$ cat config.mk
export PLATFORM = sky130hd
export DESIGN_NAME = gpu_clk_sequencer
export DESIGN_NICKNAME = d
export VERILOG_FILES = /design/src/rtl/gpu_clk_sequencer_pkg.sv /design/src/rtl/sync_2ff.sv /design/src/rtl/gpu_clk_sequencer.sv
export VERILOG_INCLUDE_DIRS = /design/src /design/src/rtl
export SDC_FILE = /design/constraint.sdc
export NUM_CORES = 1
export LEC_CHECK = 0
export ABC_AREA = 1
export CAP_MARGIN = 30
export CORE_UTILIZATION = 40
export CTS_BUF_LIST = sky130_fd_sc_hd__clkbuf_8
export CTS_CLUSTER_DIAMETER = 150
export DETAILED_ROUTE_END_ITERATION = 6
export SETUP_SLACK_MARGIN = 0.4
export SYNTH_ARGS = -nofsm -noshare
export SYNTH_HDL_FRONTEND = slang
export SYNTH_SLANG_ARGS = --single-unit
$ cat constraint.sdc
create_clock -name clk_25mhz -period 1.6 [get_ports clk_25mhz]
set_input_delay 0.32 -clock clk_25mhz [delete_from_list [all_inputs] [get_ports clk_25mhz]]
set_output_delay 0.32 -clock clk_25mhz [all_outputs]
set_load 0.05 [all_outputs]
$ cat src/rtl/gpu_clk_defs.vh
// rtl/gpu_clk_defs.vh - 3-bit sequencer state encodings shared with the debug/status register block
`ifndef GPU_CLK_DEFS_VH
`define GPU_CLK_DEFS_VH

`define GPU_CLK_ST_PLL_RST   3'd0
`define GPU_CLK_ST_WAIT_LOCK 3'd1
`define GPU_CLK_ST_STABLE    3'd2
`define GPU_CLK_ST_RUN       3'd3
`define GPU_CLK_ST_FAULT     3'd4

`endif

$ cat src/rtl/gpu_clk_sequencer_pkg.sv
// rtl/gpu_clk_sequencer_pkg.sv - state type and sizing helpers for the GPU clock sequencer
package gpu_clk_sequencer_pkg;

`include "gpu_clk_defs.vh"

  typedef enum logic [2:0] {
    ST_PLL_RST   = `GPU_CLK_ST_PLL_RST,
    ST_WAIT_LOCK = `GPU_CLK_ST_WAIT_LOCK,
    ST_STABLE    = `GPU_CLK_ST_STABLE,
    ST_RUN       = `GPU_CLK_ST_RUN,
    ST_FAULT     = `GPU_CLK_ST_FAULT
  } seq_state_e;

  localparam int LOSS_W = 8;

  function automatic int max3(input int a, input int b, input int c);
    int m;
    m = (a > b) ? a : b;
    return (m > c) ? m : c;
  endfunction

endpackage

$ cat src/rtl/sync_2ff.sv
// rtl/sync_2ff.sv - two-flop synchronizer for asynchronous status inputs
module sync_2ff #(
  parameter int WIDTH = 1
) (
  input  logic             clk_i,
  input  logic             rst_i,
  input  logic [WIDTH-1:0] d_i,
  output logic [WIDTH-1:0] q_o
);

  logic [WIDTH-1:0] meta_q;
  logic [WIDTH-1:0] sync_q;

  always_ff @(posedge clk_i or posedge rst_i) begin
    if (rst_i) begin
      meta_q <= '0;
      sync_q <= '0;
    end else begin
      meta_q <= d_i;
      sync_q <= meta_q;
    end
  end

  assign q_o = sync_q;

endmodule

$ cat src/rtl/gpu_clk_sequencer.sv
// rtl/gpu_clk_sequencer.sv - PLL reset/lock sequencer gating the pixel/TMDS domain reset
module gpu_clk_sequencer
  import gpu_clk_sequencer_pkg::*;
#(
  parameter int RST_PULSE_CYCLES    = 16,
  parameter int LOCK_TIMEOUT_CYCLES = 25000,
  parameter int LOCK_STABLE_CYCLES  = 4096,
  parameter int MAX_RETRIES         = 3
) (
  input  logic        clk_25mhz,
  input  logic        rst,
  input  logic        pll_locked,
  input  logic        fault_clear,
  output logic        pll_rst,
  output logic        video_rst,
  output logic        ready,
  output logic        fault,
  output logic [7:0]  loss_count,
  output logic [2:0]  state_dbg
);

  localparam int TMR_MAX = max3(RST_PULSE_CYCLES, LOCK_TIMEOUT_CYCLES, LOCK_STABLE_CYCLES);
  localparam int TW      = $clog2(TMR_MAX + 1);
  localparam int RW      = (MAX_RETRIES < 1) ? 1 : $clog2(MAX_RETRIES + 1);

  localparam logic [TW-1:0]     TMR_ONE      = TW'(1);
  localparam logic [TW-1:0]     RST_LAST     = TW'(RST_PULSE_CYCLES - 1);
  localparam logic [TW-1:0]     TIMEOUT_LAST = TW'(LOCK_TIMEOUT_CYCLES - 1);
  localparam logic [TW-1:0]     STABLE_LAST  = TW'(LOCK_STABLE_CYCLES - 1);
  localparam logic [RW-1:0]     RETRY_ONE    = RW'(1);
  localparam logic [RW-1:0]     RETRY_MAX    = RW'(MAX_RETRIES);
  localparam logic [LOSS_W-1:0] LOSS_SAT     = '1;
  localparam logic [LOSS_W-1:0] LOSS_ONE     = LOSS_W'(1);

  seq_state_e        state_q, state_d;
  logic [TW-1:0]     timer_q, timer_d;
  logic [RW-1:0]     retry_q, retry_d;
  logic [LOSS_W-1:0] loss_q, loss_d;
  logic              lock_s;

  logic pll_rst_q, pll_rst_d;
  logic video_rst_q, video_rst_d;
  logic ready_q, ready_d;
  logic fault_q, fault_d;

  // pll_locked comes from the PLL's own domain; only lock_s may steer the FSM
  sync_2ff #(
    .WIDTH (1)
  ) u_lock_sync (
    .clk_i (clk_25mhz),
    .rst_i (rst),
    .d_i   (pll_locked),
    .q_o   (lock_s)
  );

  always_ff @(posedge clk_25mhz or posedge rst) begin
    if (rst) begin
      state_q     <= ST_PLL_RST;
      timer_q     <= '0;
      retry_q     <= '0;
      loss_q      <= '0;
      pll_rst_q   <= 1'b1;
      video_rst_q <= 1'b1;
      ready_q     <= 1'b0;
      fault_q     <= 1'b0;
    end else begin
      state_q     <= state_d;
      timer_q     <= timer_d;
      retry_q     <= retry_d;
      loss_q      <= loss_d;
      pll_rst_q   <= pll_rst_d;
      video_rst_q <= video_rst_d;
      ready_q     <= ready_d;
      fault_q     <= fault_d;
    end
  end

  always_comb begin
    state_d = state_q;
    timer_d = timer_q;
    retry_d = retry_q;
    loss_d  = loss_q;
    unique case (state_q)
      ST_PLL_RST: begin
        if (timer_q == RST_LAST) begin
          state_d = ST_WAIT_LOCK;
          timer_d = '0;
        end else begin
          timer_d = timer_q + TMR_ONE;
        end
      end
      ST_WAIT_LOCK: begin
        if (lock_s) begin
          state_d = ST_STABLE;
          timer_d = '0;
        end else if (timer_q == TIMEOUT_LAST) begin
          timer_d = '0;
          if (retry_q < RETRY_MAX) begin
            retry_d = retry_q + RETRY_ONE;
            state_d = ST_PLL_RST;
          end else begin
            state_d = ST_FAULT;
          end
        end else begin
          timer_d = timer_q + TMR_ONE;
        end
      end
      ST_STABLE: begin
        // a drop on the final counted cycle still wins over promotion to RUN
        if (!lock_s) begin
          state_d = ST_WAIT_LOCK;
          timer_d = '0;
        end else if (timer_q == STABLE_LAST) begin
          state_d = ST_RUN;
          timer_d = '0;
          retry_d = '0;
        end else begin
          timer_d = timer_q + TMR_ONE;
        end
      end
      ST_RUN: begin
        if (!lock_s) begin
          state_d = ST_PLL_RST;
          timer_d = '0;
          if (loss_q != LOSS_SAT) begin
            loss_d = loss_q + LOSS_ONE;
          end
        end
      end
      ST_FAULT: begin
        if (fault_clear) begin
          state_d = ST_PLL_RST;
          timer_d = '0;
          retry_d = '0;
        end
      end
      default: begin
        state_d = ST_PLL_RST;
        timer_d = '0;
      end
    endcase
  end

  // decoding from the next state keeps the outputs glitch-free without a cycle of lag
  always_comb begin
    pll_rst_d   = (state_d == ST_PLL_RST);
    video_rst_d = (state_d != ST_RUN);
    ready_d     = (state_d == ST_RUN);
    fault_d     = (state_d == ST_FAULT);
  end

  assign pll_rst    = pll_rst_q;
  assign video_rst  = video_rst_q;
  assign ready      = ready_q;
  assign fault      = fault_q;
  assign loss_count = loss_q;
  assign state_dbg  = state_q;

endmodule

==> results of run 1 <==
## per-layer routing
metal | routed length (um) | part of all wire
met2 | 2469 | 0.50
met5 | 0 | 0
met3 | 118 | 0.024
met1 | 2207 | 0.45
met4 | 143 | 0.029
## stage by stage
step,total power (uW),instance area (um^2),worst slack [ps],hold slack (ps),std cells
after floorplan,2145,2057,93.57,331.2,255
after global placement,2610,2565,-15.05,334.2,353
after detailed placement,2627,2565,-38.08,334.7,353
after CTS,3459,2853,-44.14,351.8,376
after global routing,3806,3057,-128.9,357.8,384
final,3547,3057,-44.27,350.6,384
## critical path, stage by stage (launching register included)
cell and delay, ps:
sky130_fd_sc_hd__dfrtp_1 390, sky130_fd_sc_hd__ha_4 180, sky130_fd_sc_hd__nand2_4 70, sky130_fd_sc_hd__nor2_4 140, sky130_fd_sc_hd__nand4_1 210, sky130_fd_sc_hd__buf_4 210, sky130_fd_sc_hd__a21oi_4 150, sky130_fd_sc_hd__nor2_4 70
sky130_fd_sc_hd__nor2_2 100, sky130_fd_sc_hd__inv_1 50
## final cells by class
cell class	instances	area share
well taps	67	0.02743
multi-input cells	180	0.4032
inverters	40	0.05076
repair buffers	55	0.2051
flip-flops and latches	34	0.2837
clock inverters	2	0.002865
clock buffers	6	0.02702
## repair_timing
item                       4_1_cts  5_1_grt
setup buffers                   15        8
pin swaps                       26       18
setup endpoints to repair       44       44
gates resized for setup         25       36
## report_power, final
| group | switching [uW] | total (uW) | internal [uW] | leakage, uW |
|---|---|---|---|---|
| registers | 179 | 1200 | 1020 | 0.000434 |
| logic | 949 | 1680 | 734 | 0.00105 |
| clock network | 326 | 667 | 341 | 0.0000524 |
## cells by family after synthesis
logic type,count (synthesis),synth area share
buffers and inverters,41,0.08133
flip-flops,34,0.4300
AO/OA/AOI/OAI,11,0.03090
adder cells (fa/ha/maj),3,0.01892
XOR/XNOR,15,0.06620
AND/OR/NAND/NOR,151,0.3726
## sequential cells by signal, indices dropped and copies added (netlist names)
name                count
pll_rst                 1
u_lock_sync.q_o         1
loss_count              8
u_lock_sync.meta_q      1
video_rst               1
ready                   1
retry_q                 2
timer_q                15
fault                   1
state_dbg               3
## worst paths after layout
kind / from / endpoint / slack (ps) / cells past startpoint
worst max register to register: timer_q[1] / video_rst / -40 / 9
worst min-delay path: u_lock_sync.meta_q / u_lock_sync.q_o / 350 / 0
worst max-delay path: timer_q[1] / video_rst / -40 / 9
worst min register to register: u_lock_sync.meta_q / u_lock_sync.q_o / 350 / 0
max in group asynchronous: rst / pll_rst / 990 / 3
min in group asynchronous: rst / loss_count[0] / 370 / 3
## layout by cell type (no fill, tap or decap), drive strengths merged
master | synthesis | routed
nand2 | 73 | 73
buf | 1 | 52
inv | 40 | 41
nor2 | 41 | 41
dfrtp | 32 | 32
nand3 | 20 | 20
xor2 | 11 | 11
nor3 | 10 | 10
o21ai | 8 | 8
clkbuf | 0 | 6
nand4 | 6 | 6
xnor2 | 4 | 4
clkdlybuf4s50 | 0 | 3
ha | 3 | 3
dfstp | 2 | 2
a21oi | 2 | 2
nand3b | 1 | 1
o211ai | 1 | 1
clkinv | 0 | 1
==> metrics list, run 1 <==
* Count of buffers inserted at the top-level ports: 18
* GP Congestion: 0.8459
- Setup violations, final: 4
* Total negative setup slack: -48.30 ps
- # rows: 25
- For met1 alone, demand over resource in global routing was 0.2511.
* Core ar.: 4755 um^2
- Filler instances: 411
* Data arrival, critical path: 1870 ps
- After the last flow step, the layout net total stands at 323.
- After global routing, the most crowded layer is met2.
- Setup repair after global routing could not meet its margin everywhere.
* # hold bufs at CTS: 0
* Per-cell routed wire length: 12.86 um
- Period Utilization, post-route: 1.028
- sky130_fd_sc_hd__dfrtp_1 takes more of the synthesized area than any other cell.
* Chip height: 72.44 um
* Violated checks: negative setup slack
- By area the synthesized netlist is led by sky130_fd_sc_hd__dfrtp_1 (40%), sky130_fd_sc_hd__nand2_1 (13%), sky130_fd_sc_hd__inv_1 (7.0%), sky130_fd_sc_hd__nor2_1 (5.1%), sky130_fd_sc_hd__xor2_1 (4.9%).
- The smallest clock period supported by the final layout is computed as 1644 ps.
- For this run, the total global-route usage over all layers was measured as 0.1931.
* Worst clock skew: 7.802 ps
* Share of the yosys chip area belonging to registers: 0.4300
- Entering global routing, the biggest net connects 35 pins.
- Vias after detailed routing: 1826
- In this run the count of I/O pins placed on the die edge is 19.
- In this run the clock root is driven by a sky130_fd_sc_hd__clkbuf_8.
* CP Capture Type: flop
- In this run the power density over the cells is 1160 nW/um^2.
- In this run the tightest slew margin relative to its limit is 0.7383.
- Classification of the worst-slack hold path: flop to flop
* Post-DRT Antenna Nets: 0
* Most frequent cell after synthesis: sky130_fd_sc_hd__nand2_1
* Area enclosed by the die boundary: 5247 um^2
* Total gr overflow: 0
- The first global-routing pass estimated 7.810 mm of wire.
* Number of distinct standard cells referenced by the synthesized netlist: 25
- Area taken by flip-flops and latches: 867.1 um^2
- Counting every instance in the synthesized netlist gives 255.
- Worst setup margin: -44.27 ps
- Mapped Avg Cell Area: 7.782 um^2
- Effective utilization at floorplan: 0.4174
* HPWL after detailed placement: 3.128 mm
- Inserted Clock Buffers: 5
* Maximum ir drop on the vdd rail: 1085 uV
- Leakage power summed over all cells: 0.001536 uW
- Count of flip-flops with a built-in enable after synthesis: 0
- Top FF cell, synth: sky130_fd_sc_hd__dfrtp_1
* Number of clock sinks: 34
- Counting instances in the post-synthesis netlist gives the leading cell types as sky130_fd_sc_hd__nand2_1 (67), sky130_fd_sc_hd__inv_1 (37), sky130_fd_sc_hd__dfrtp_1 (32).
- At the worst endpoint, the required time is 1830 ps.
- Clk Latency, worst-skew pair: 290 ps
- Count of final hold-check violations: 0
- The number of nets in the synthesized netlist is 262.
* DR iter-0 viols: 104
* H-tree depth reported by CTS: 2
* Via density per instance: 4.755
- For this run, global-route usage on met2 was measured as 0.3157.
- Fmax: 608.2 MHz
* Utilization after layout: 0.6429
* Met3 track demand over resource in global routing: 0.04583
- The Yosys step of the flow raised 0 warnings.
* Footprint of the multi-input gates: 1232 um^2
- The via count of the first global-routing pass is 1736.
- Die width: 72.44 um
* Number of maximum-capacitance constraint violations: 0
- Fraction of synthesized cell area taken by the top area cell type: 0.4035
- Compared with the post-synthesis result, the final layout area differs by 54.04%.
* Startpoint kind of the worst setup timing path: flop
- Number of pins exceeding their max-slew limit in the final report: 0
* Worst slew pin tran: 389.6 ps
- For this run, asynchronously set or reset flops after synthesis account for 1.000.
* Inserted Diodes: 0
- CTS clk-pin slew, worst paths: 70 ps
- In this run, synthesis produced a sequential element count of 34.
- Peak fanout along the critical path: 4
- Layout cells sized above 1: 0.4448
- TritonCTS clock tree: built
- For this run, design rule violations remaining after detail routing come to 0.
- The setup path with the least slack is of type flop to flop.
* Max clock buf depth: 2
* Final routed wirelength across all metal layers: 4.938 mm
- Cell Area, Synth: 1984 um^2
- The run finished, with violations left.
* First-pass DRT Iterations: 7
- The number of antenna violations at the first check in global routing came to 0.
No activity file was read; power rests on OpenSTA's default activity.
==> inputs of run 2 (changes only) <==
--- a/config.mk
+++ b/config.mk
@@ -13,6 +13,7 @@
 export CTS_CLUSTER_DIAMETER = 150
 export DETAILED_ROUTE_END_ITERATION = 6
 export SETUP_SLACK_MARGIN = 0.4
+export SLEW_MARGIN = 20
 export SYNTH_ARGS = -nofsm -noshare
 export SYNTH_HDL_FRONTEND = slang
 export SYNTH_SLANG_ARGS = --single-unit
==> constraint.sdc (replaced) <==
create_clock -name clk_25mhz -period 2 [get_ports clk_25mhz]
set_input_delay 0.4 -clock clk_25mhz [delete_from_list [all_inputs] [get_ports clk_25mhz]]
set_output_delay 0.4 -clock clk_25mhz [all_outputs]
set_load 0.05 [all_outputs]
==> metrics list, run 2 (same netlist as run 1, synthesis figures left out) <==
- Summed over all failing endpoints, the final setup total negative slack is 0 ps.
* Worst slew slack as a fraction of its limit: 0.6734
- Layout cells sized above 1: 0.2727
- Across the run, the number of max-cap violations was 0.
* GP Congestion: 0.8164
- The first global-routing pass estimated 7.051 mm of wire.
- Effective utilization at floorplan: 0.4174
* End of the worst register-to-register path: timer_q[3]
- Dividing the detail-routed wire length by the instance count gives 11.40 um.
- The register with the most flip-flops in the layout has 15 of them.
- The number of cells on the worst reg-to-reg path is 8.
* Critical path capture point: timer_q[3]
* Startpoint kind of the worst setup timing path: flop
- Area growth syn-to-layout: 24.65%
- In this run the critical register-to-register path is launched from timer_q[1].
* Peak fanout along the critical path: 8
- For this run, the top clock speed supported by timing is 620.0 MHz.
- The routed design has 4.023 mm of wire.
- In this run the vertical extent of the chip is 72.44 um.
* Reg2Reg Setup Slack: 390 ps
* Most common cell after layout, fill and taps aside: sky130_fd_sc_hd__nand2_1
- The H-tree generated during clock tree synthesis spans 2 levels.
- TritonCTS created 5 clock buffers.
* Worst path slowest cell: sky130_fd_sc_hd__dfrtp_1
* Overall global routing resource usage: 0.1722
- The worst setup path is captured at a flop.
* Total power density per cell area: 1032 nW/um^2
- The critical path runs through a total of 8 cells.
- The count of buffers added on input and output ports is 18.
- Minimum clock period after layout: 1613 ps
- Setup CP Type: flop to flop
- Via density per instance: 4.581
- Top library cells by usage in the layout, fill and taps aside: sky130_fd_sc_hd__nand2_1 (61), sky130_fd_sc_hd__inv_1 (36), sky130_fd_sc_hd__dfrtp_1 (28)
- At the worst endpoint, the required time is 2160 ps.
- Between clock sinks in the finished design, the worst skew comes to 4.794 ps.
- The via count of the first global-routing pass came to 1536.
- STA puts the critical path data arrival time at 1770 ps.
- Ports placed on the boundary: 19
* Cell family with the largest share of critical-path delay: simple AND/OR/NAND/NOR gates
* Register ranked first by flip-flop count: timer_q
- Number of pins exceeding their max-slew limit in the final report: 0
* Max clock buf depth: 2
* Inserted Diodes: 0
- Count of buffering cells on the critical path with inverters included: 0
- Traced cell by cell, the critical path runs through ha_4 > nand2_4 > nor2_4 > nand4_1 > nand3b_4 > nand3_4 > nand2_1 > o21ai_1.
- Pin count of the biggest net entering global routing: 35
- HPWL after detailed placement: 2.979 mm
* Post-Place Worst Slack: 104.8 ps
* Vias after detailed routing: 1617
* Maximum ir drop on the vdd rail: 564.3 uV
- DRC viols: 0
* TritonCTS clock tree: built
- Number of nets in the finished design: 292
* Setup violations, final: 0
- In this run, the number of DRC markers left after iteration 0 of detailed routing was 78.
* Classification of the worst-slack hold path: flop to flop
* Core ar.: 4755 um^2
- Setup repair after global routing could not meet its margin everywhere.
* Status: complete, no violations
- # rows: 25
- Worst slew pin tran: 491.9 ps
- The count of final hold-check violations came to 0.
- In the finished design, the share of the clock period the worst path needs comes to 0.8065.
- Clock Tree Root: sky130_fd_sc_hd__clkbuf_8
* Leakage power summed over all cells: 0.001229 uW
- At the later pin of the worst-skew pair, clock insertion delay measures 280 ps.
- In this run the worst setup path begins at timer_q[1].
* Utilization after layout: 0.5203
* # hold bufs at CTS: 0
- Worst setup margin: 387.1 ps
* Area enclosed by the die boundary: 5247 um^2
- Number of clock sinks: 34
- After clock tree synthesis, the clock-pin slew on the worst setup and hold paths is 70 ps.
- Post-DRT Antenna Nets: 0
- The largest single stage delay on the critical path is 390 ps.
- Measured along the x axis, the die boundary spans 72.44 um.
* Antenna violations before repair: 0
- Summed over all layers, the global routing overflow is 0.
* First-pass DRT Iterations: 4
-- run 2: cell count changes in the layout (fill, tap and decap cells not counted), moves of 3 or more --
cell	change
sky130_fd_sc_hd__buf_12	-15
sky130_fd_sc_hd__buf_4	-21
sky130_fd_sc_hd__buf_6	-5
sky130_fd_sc_hd__clkdlybuf4s15_2	+7
sky130_fd_sc_hd__dfrtp_1	+7
sky130_fd_sc_hd__dfrtp_2	-7
sky130_fd_sc_hd__nand2_1	+12
sky130_fd_sc_hd__nand2_2	-6
sky130_fd_sc_hd__nand2_4	-6
sky130_fd_sc_hd__nor2_2	+5
sky130_fd_sc_hd__nor2_4	-6
sky130_fd_sc_hd__nor3_1	+3
sky130_fd_sc_hd__o21ai_1	+3
sky130_fd_sc_hd__o21ai_2	-3
-- run 2: layer usage --
| metal | wire length (um) | vias up | GRT usage | share of wire |
|---|---|---|---|---|
| li1 | - | 849 | - | - |
| met1 | 2039 | 745 | 0.2406 | 0.51 |
| met2 | 1852 | 19 | 0.2700 | 0.46 |
| met3 | 92 | 4 | 0.03333 | 0.023 |
| met4 | 38 | 0 | 0.05229 | 0.0094 |
| met5 | 0 | - | 0 | 0 |
-- run 2: metrics by stage --
step | cell area [um^2] | power (uW) | hold WS [ps] | cells
final | 2474 | 2553 | 355.0 | 353
after global routing | 2474 | 2776 | 362.0 | 353
after CTS | 2431 | 2554 | 352.9 | 352
after detailed placement | 2258 | 1899 | 335.6 | 341
after global placement | 2258 | 1884 | 334.6 | 341
after floorplan | 2003 | 1678 | 331.2 | 255
-- run 2: how the worst min path moves through the flow --
stage                             startpoint  depth (start not counted)         endpoint
after CTS                 u_lock_sync.meta_q                          0  u_lock_sync.q_o
final                     u_lock_sync.meta_q                          0  u_lock_sync.q_o
after global routing      u_lock_sync.meta_q                          0  u_lock_sync.q_o
after global placement    u_lock_sync.meta_q                          0  u_lock_sync.q_o
after detailed placement  u_lock_sync.meta_q                          0  u_lock_sync.q_o
after floorplan           u_lock_sync.meta_q                          0  u_lock_sync.q_o
-- run 2: where the power goes --
part	leakage (uW)	total, uW	internal (uW)	switching, uW
Clock	0.0000472	516	276	240
Combinational	0.000736	1090	406	684
Sequential	0.000446	946	811	136
Total	0.00123	2550	1490	1060
-- run 2: worst register-to-register path, delay by kind of cell (launching register included) --
kind,cells,cell delay (ps)
flops,1,390
fa+ha+maj,1,170
simple gates,6,870
compound gates,1,60
-- run 2: area by class of cell --
type | instances | area, um^2
tap | 67 | 83.83
clock buffer | 6 | 82.58
clock inverter | 2 | 12.51
timing repair buffer | 24 | 214.0
multi-input combinational | 180 | 1072
sequential | 34 | 858.3
fill | 480 | 2281
inverter | 40 | 150.1
-- run 2: what timing repair did --
| item | 4_1_cts | 5_1_grt |
|---|---|---|
| buffers inserted | 3 | 1 |
| gates resized for setup | 37 | 15 |
| pin swaps | 8 | 5 |
| endpoints found under the setup margin | 29 | 22 |
==> inputs of run 3 (changes only) <==
==> constraint.sdc (replaced) <==
create_clock -name clk_25mhz -period 1.35 [get_ports clk_25mhz]
set_input_delay 0.27 -clock clk_25mhz [delete_from_list [all_inputs] [get_ports clk_25mhz]]
set_output_delay 0.27 -clock clk_25mhz [all_outputs]
set_load 0.05 [all_outputs]
==> metrics list, run 3 (same netlist as run 1, synthesis figures left out) <==
- The flow ran to the end, but the final reports show violations.
- The checks that failed: negative setup slack.
* Post-route cell area: 3307 um^2
- After detailed routing, the number of remaining DRC violations is 0.
- Inserted Diodes: 0
- Overall power consumption after layout is estimated at 4343 uW.
* Worst Reg2Reg Path Length in Cells: 8
- Per-cell routed wire length: 12.29 um
* Post-DRT Antenna Nets: 0
* Max FFs per register: 15
* DR iter-0 viols: 68
- Setup repair after global routing could not meet its margin everywhere.
- STA classifies the critical path startpoint as a flop.
- Register ranked first by flip-flop count: timer_q
- Based on the critical path, the design can be clocked at up to 634.4 MHz.
- # hold bufs at CTS: 0
- Overall global routing resource usage: 0.2056
- The library cells used most frequently in the layout, excluding fill and tap cells, are sky130_fd_sc_hd__buf_4 (57), sky130_fd_sc_hd__nand2_1 (51), sky130_fd_sc_hd__inv_1 (39).
- Setup violations, final: 26
- H-tree depth reported by CTS: 2
- The total count of max-transition violations in the final report was 0.
- After detailed routing, the number of vias per cell comes to 4.679.
* Filler instances: 372
* Count of buffers inserted at the top-level ports: 18
- Area enclosed by the die boundary: 5247 um^2
* Number of clock sinks: 34
- Reg2Reg Setup Slack: -230 ps
* Count of final hold-check violations: 0
- Of the cells placed in the final design, the portion with a size suffix greater than 1 is 0.4788.
- Across all hold checks on the routed design, the worst slack comes to 358.7 ps.
- Compared with the post-synthesis result, the final layout area differs by 66.65%.
- Core ar.: 4755 um^2
- Final routed wirelength across all metal layers: 5.160 mm
- GP Congestion: 0.8646
- The via count of the first global-routing pass is 1931.
- CP Capture Type: flop
- After clock tree synthesis, the clock-pin slew on the worst setup and hold paths is 70 ps.
- Antenna violations before repair: 0
* Cell depth of the worst min-delay path: 0
- In this run, CTS created clock tree buffers numbering 5.
* Total power density per cell area: 1313 nW/um^2
* Vias after detailed routing: 1965
* Required time of the critical path: 1530 ps
* Ports placed on the boundary: 19
* Clk Latency, worst-skew pair: 280 ps
- Once placement finished, the instance area stood at 2864 um^2.
- The tree is rooted in a sky130_fd_sc_hd__clkbuf_8.
- # rows: 25
- For this run, the post-layout net count is 359.
* Peak fanout along the critical path: 8
* TritonCTS clock tree: built
- Die width: 72.44 um
- Effective utilization at floorplan: 0.4174
* First-pass GRT wire length: 8.355 mm
- Leaving out fill and tap cells, the most frequent cell in the layout is sky130_fd_sc_hd__buf_4.
- Entering global routing, the biggest net connects 35 pins.
- Headroom to the max-slew limit came out at 0.7767.
* Worst clock skew: 3.638 ps
- The worst path in the final design needs a cycle of 1576 ps, including I/O delays and setup.
- HPWL after detailed placement: 3.335 mm
* Period Utilization, post-route: 1.168
- Setup CP Type: flop to flop
- At the pin with the least slew margin, the transition time is 332.4 ps.
* First-pass DRT Iterations: 4
* Total gr overflow: 0
- Data arrival, critical path: 1750 ps
* Utilization after layout: 0.6955
- Chip height: 72.44 um
* Maximum ir drop on the vdd rail: 1272 uV
- Leakage power summed over all cells: 0.001673 uW
- The tool flagged a number of max-cap violations equal to 0.
* Max clock buf depth: 2
* Worst setup margin: -226.2 ps
- Classification of the worst-slack hold path: flop to flop
## run 3: changes by cell type in the layout (fill, tap and decap cells not counted), moves of 4 or more
cell and change:
sky130_fd_sc_hd__dfrtp_2 +8, sky130_fd_sc_hd__buf_6 +14, sky130_fd_sc_hd__dfrtp_1 -8, sky130_fd_sc_hd__nand2_1 -10
sky130_fd_sc_hd__nand2_2 +10, sky130_fd_sc_hd__buf_4 +46, sky130_fd_sc_hd__clkdlybuf4s15_2 -7, sky130_fd_sc_hd__nor3_1 -4
sky130_fd_sc_hd__buf_12 +17
## run 3: layout make-up
| cell class | count | area (um^2) | area share |
|---|---|---|---|
| clock inverter | 3 | 11.26 | 0.003405 |
| sequential | 34 | 868.3 | 0.2626 |
| timing repair buffer | 91 | 955.9 | 0.2891 |
| tap | 67 | 83.83 | 0.02535 |
| multi-input combinational | 180 | 1162 | 0.3515 |
| inverter | 40 | 156.4 | 0.04729 |
| clock buffer | 5 | 68.82 | 0.02081 |
## run 3: report_power, final
part / switching [uW] / internal (uW)
registers: 195 / 1210
logic: 1170 / 1050
clock network: 369 / 344
## run 3: what timing repair did
item                       4_1_cts  5_1_grt
gates cloned                     0        0
buffers inserted                14        9
pin swaps                       17       19
setup endpoints to repair       47       47
gates resized for setup         29       22
## run 3: worst max-delay path, stage by stage (launching register included)
cell and delay [ps]:
sky130_fd_sc_hd__dfrtp_1 400, sky130_fd_sc_hd__ha_4 180, sky130_fd_sc_hd__nand2_4 60, sky130_fd_sc_hd__nor2_4 150, sky130_fd_sc_hd__nand4_1 190, sky130_fd_sc_hd__nand3b_4 160
sky130_fd_sc_hd__nand3_4 140, sky130_fd_sc_hd__nor2_1 140, sky130_fd_sc_hd__nor2_1 50
## run 3: final timing paths
check	startpoint	end
min in group asynchronous	rst	fault
max in group asynchronous	rst	video_rst
setup / recovery	timer_q[1]	timer_q[0]
hold / removal	u_lock_sync.meta_q	u_lock_sync.q_o
hold reg to reg	u_lock_sync.meta_q	u_lock_sync.q_o
setup reg to reg	timer_q[1]	timer_q[0]
## run 3: routing by layer
metal | up-vias | share of wire | track usage
met1 | 934 | 0.44 | 0.2611
met5 | - | 0 | 0
met2 | 38 | 0.51 | 0.3562
li1 | 987 | - | -
met3 | 6 | 0.034 | 0.03750
met4 | 0 | 0.0095 | 0.06100
## run 3: per-stage QoR
stage / setup WS, ps / std cells / TNS, ps
finish: -226.2 / 420 / -3927
global route: -305.0 / 420 / -6284
global placement: -226.2 / 389 / -3596
detailed placement: -233.9 / 389 / -4138
floorplan: -156.4 / 255 / -3020
CTS: -207.4 / 411 / -3751
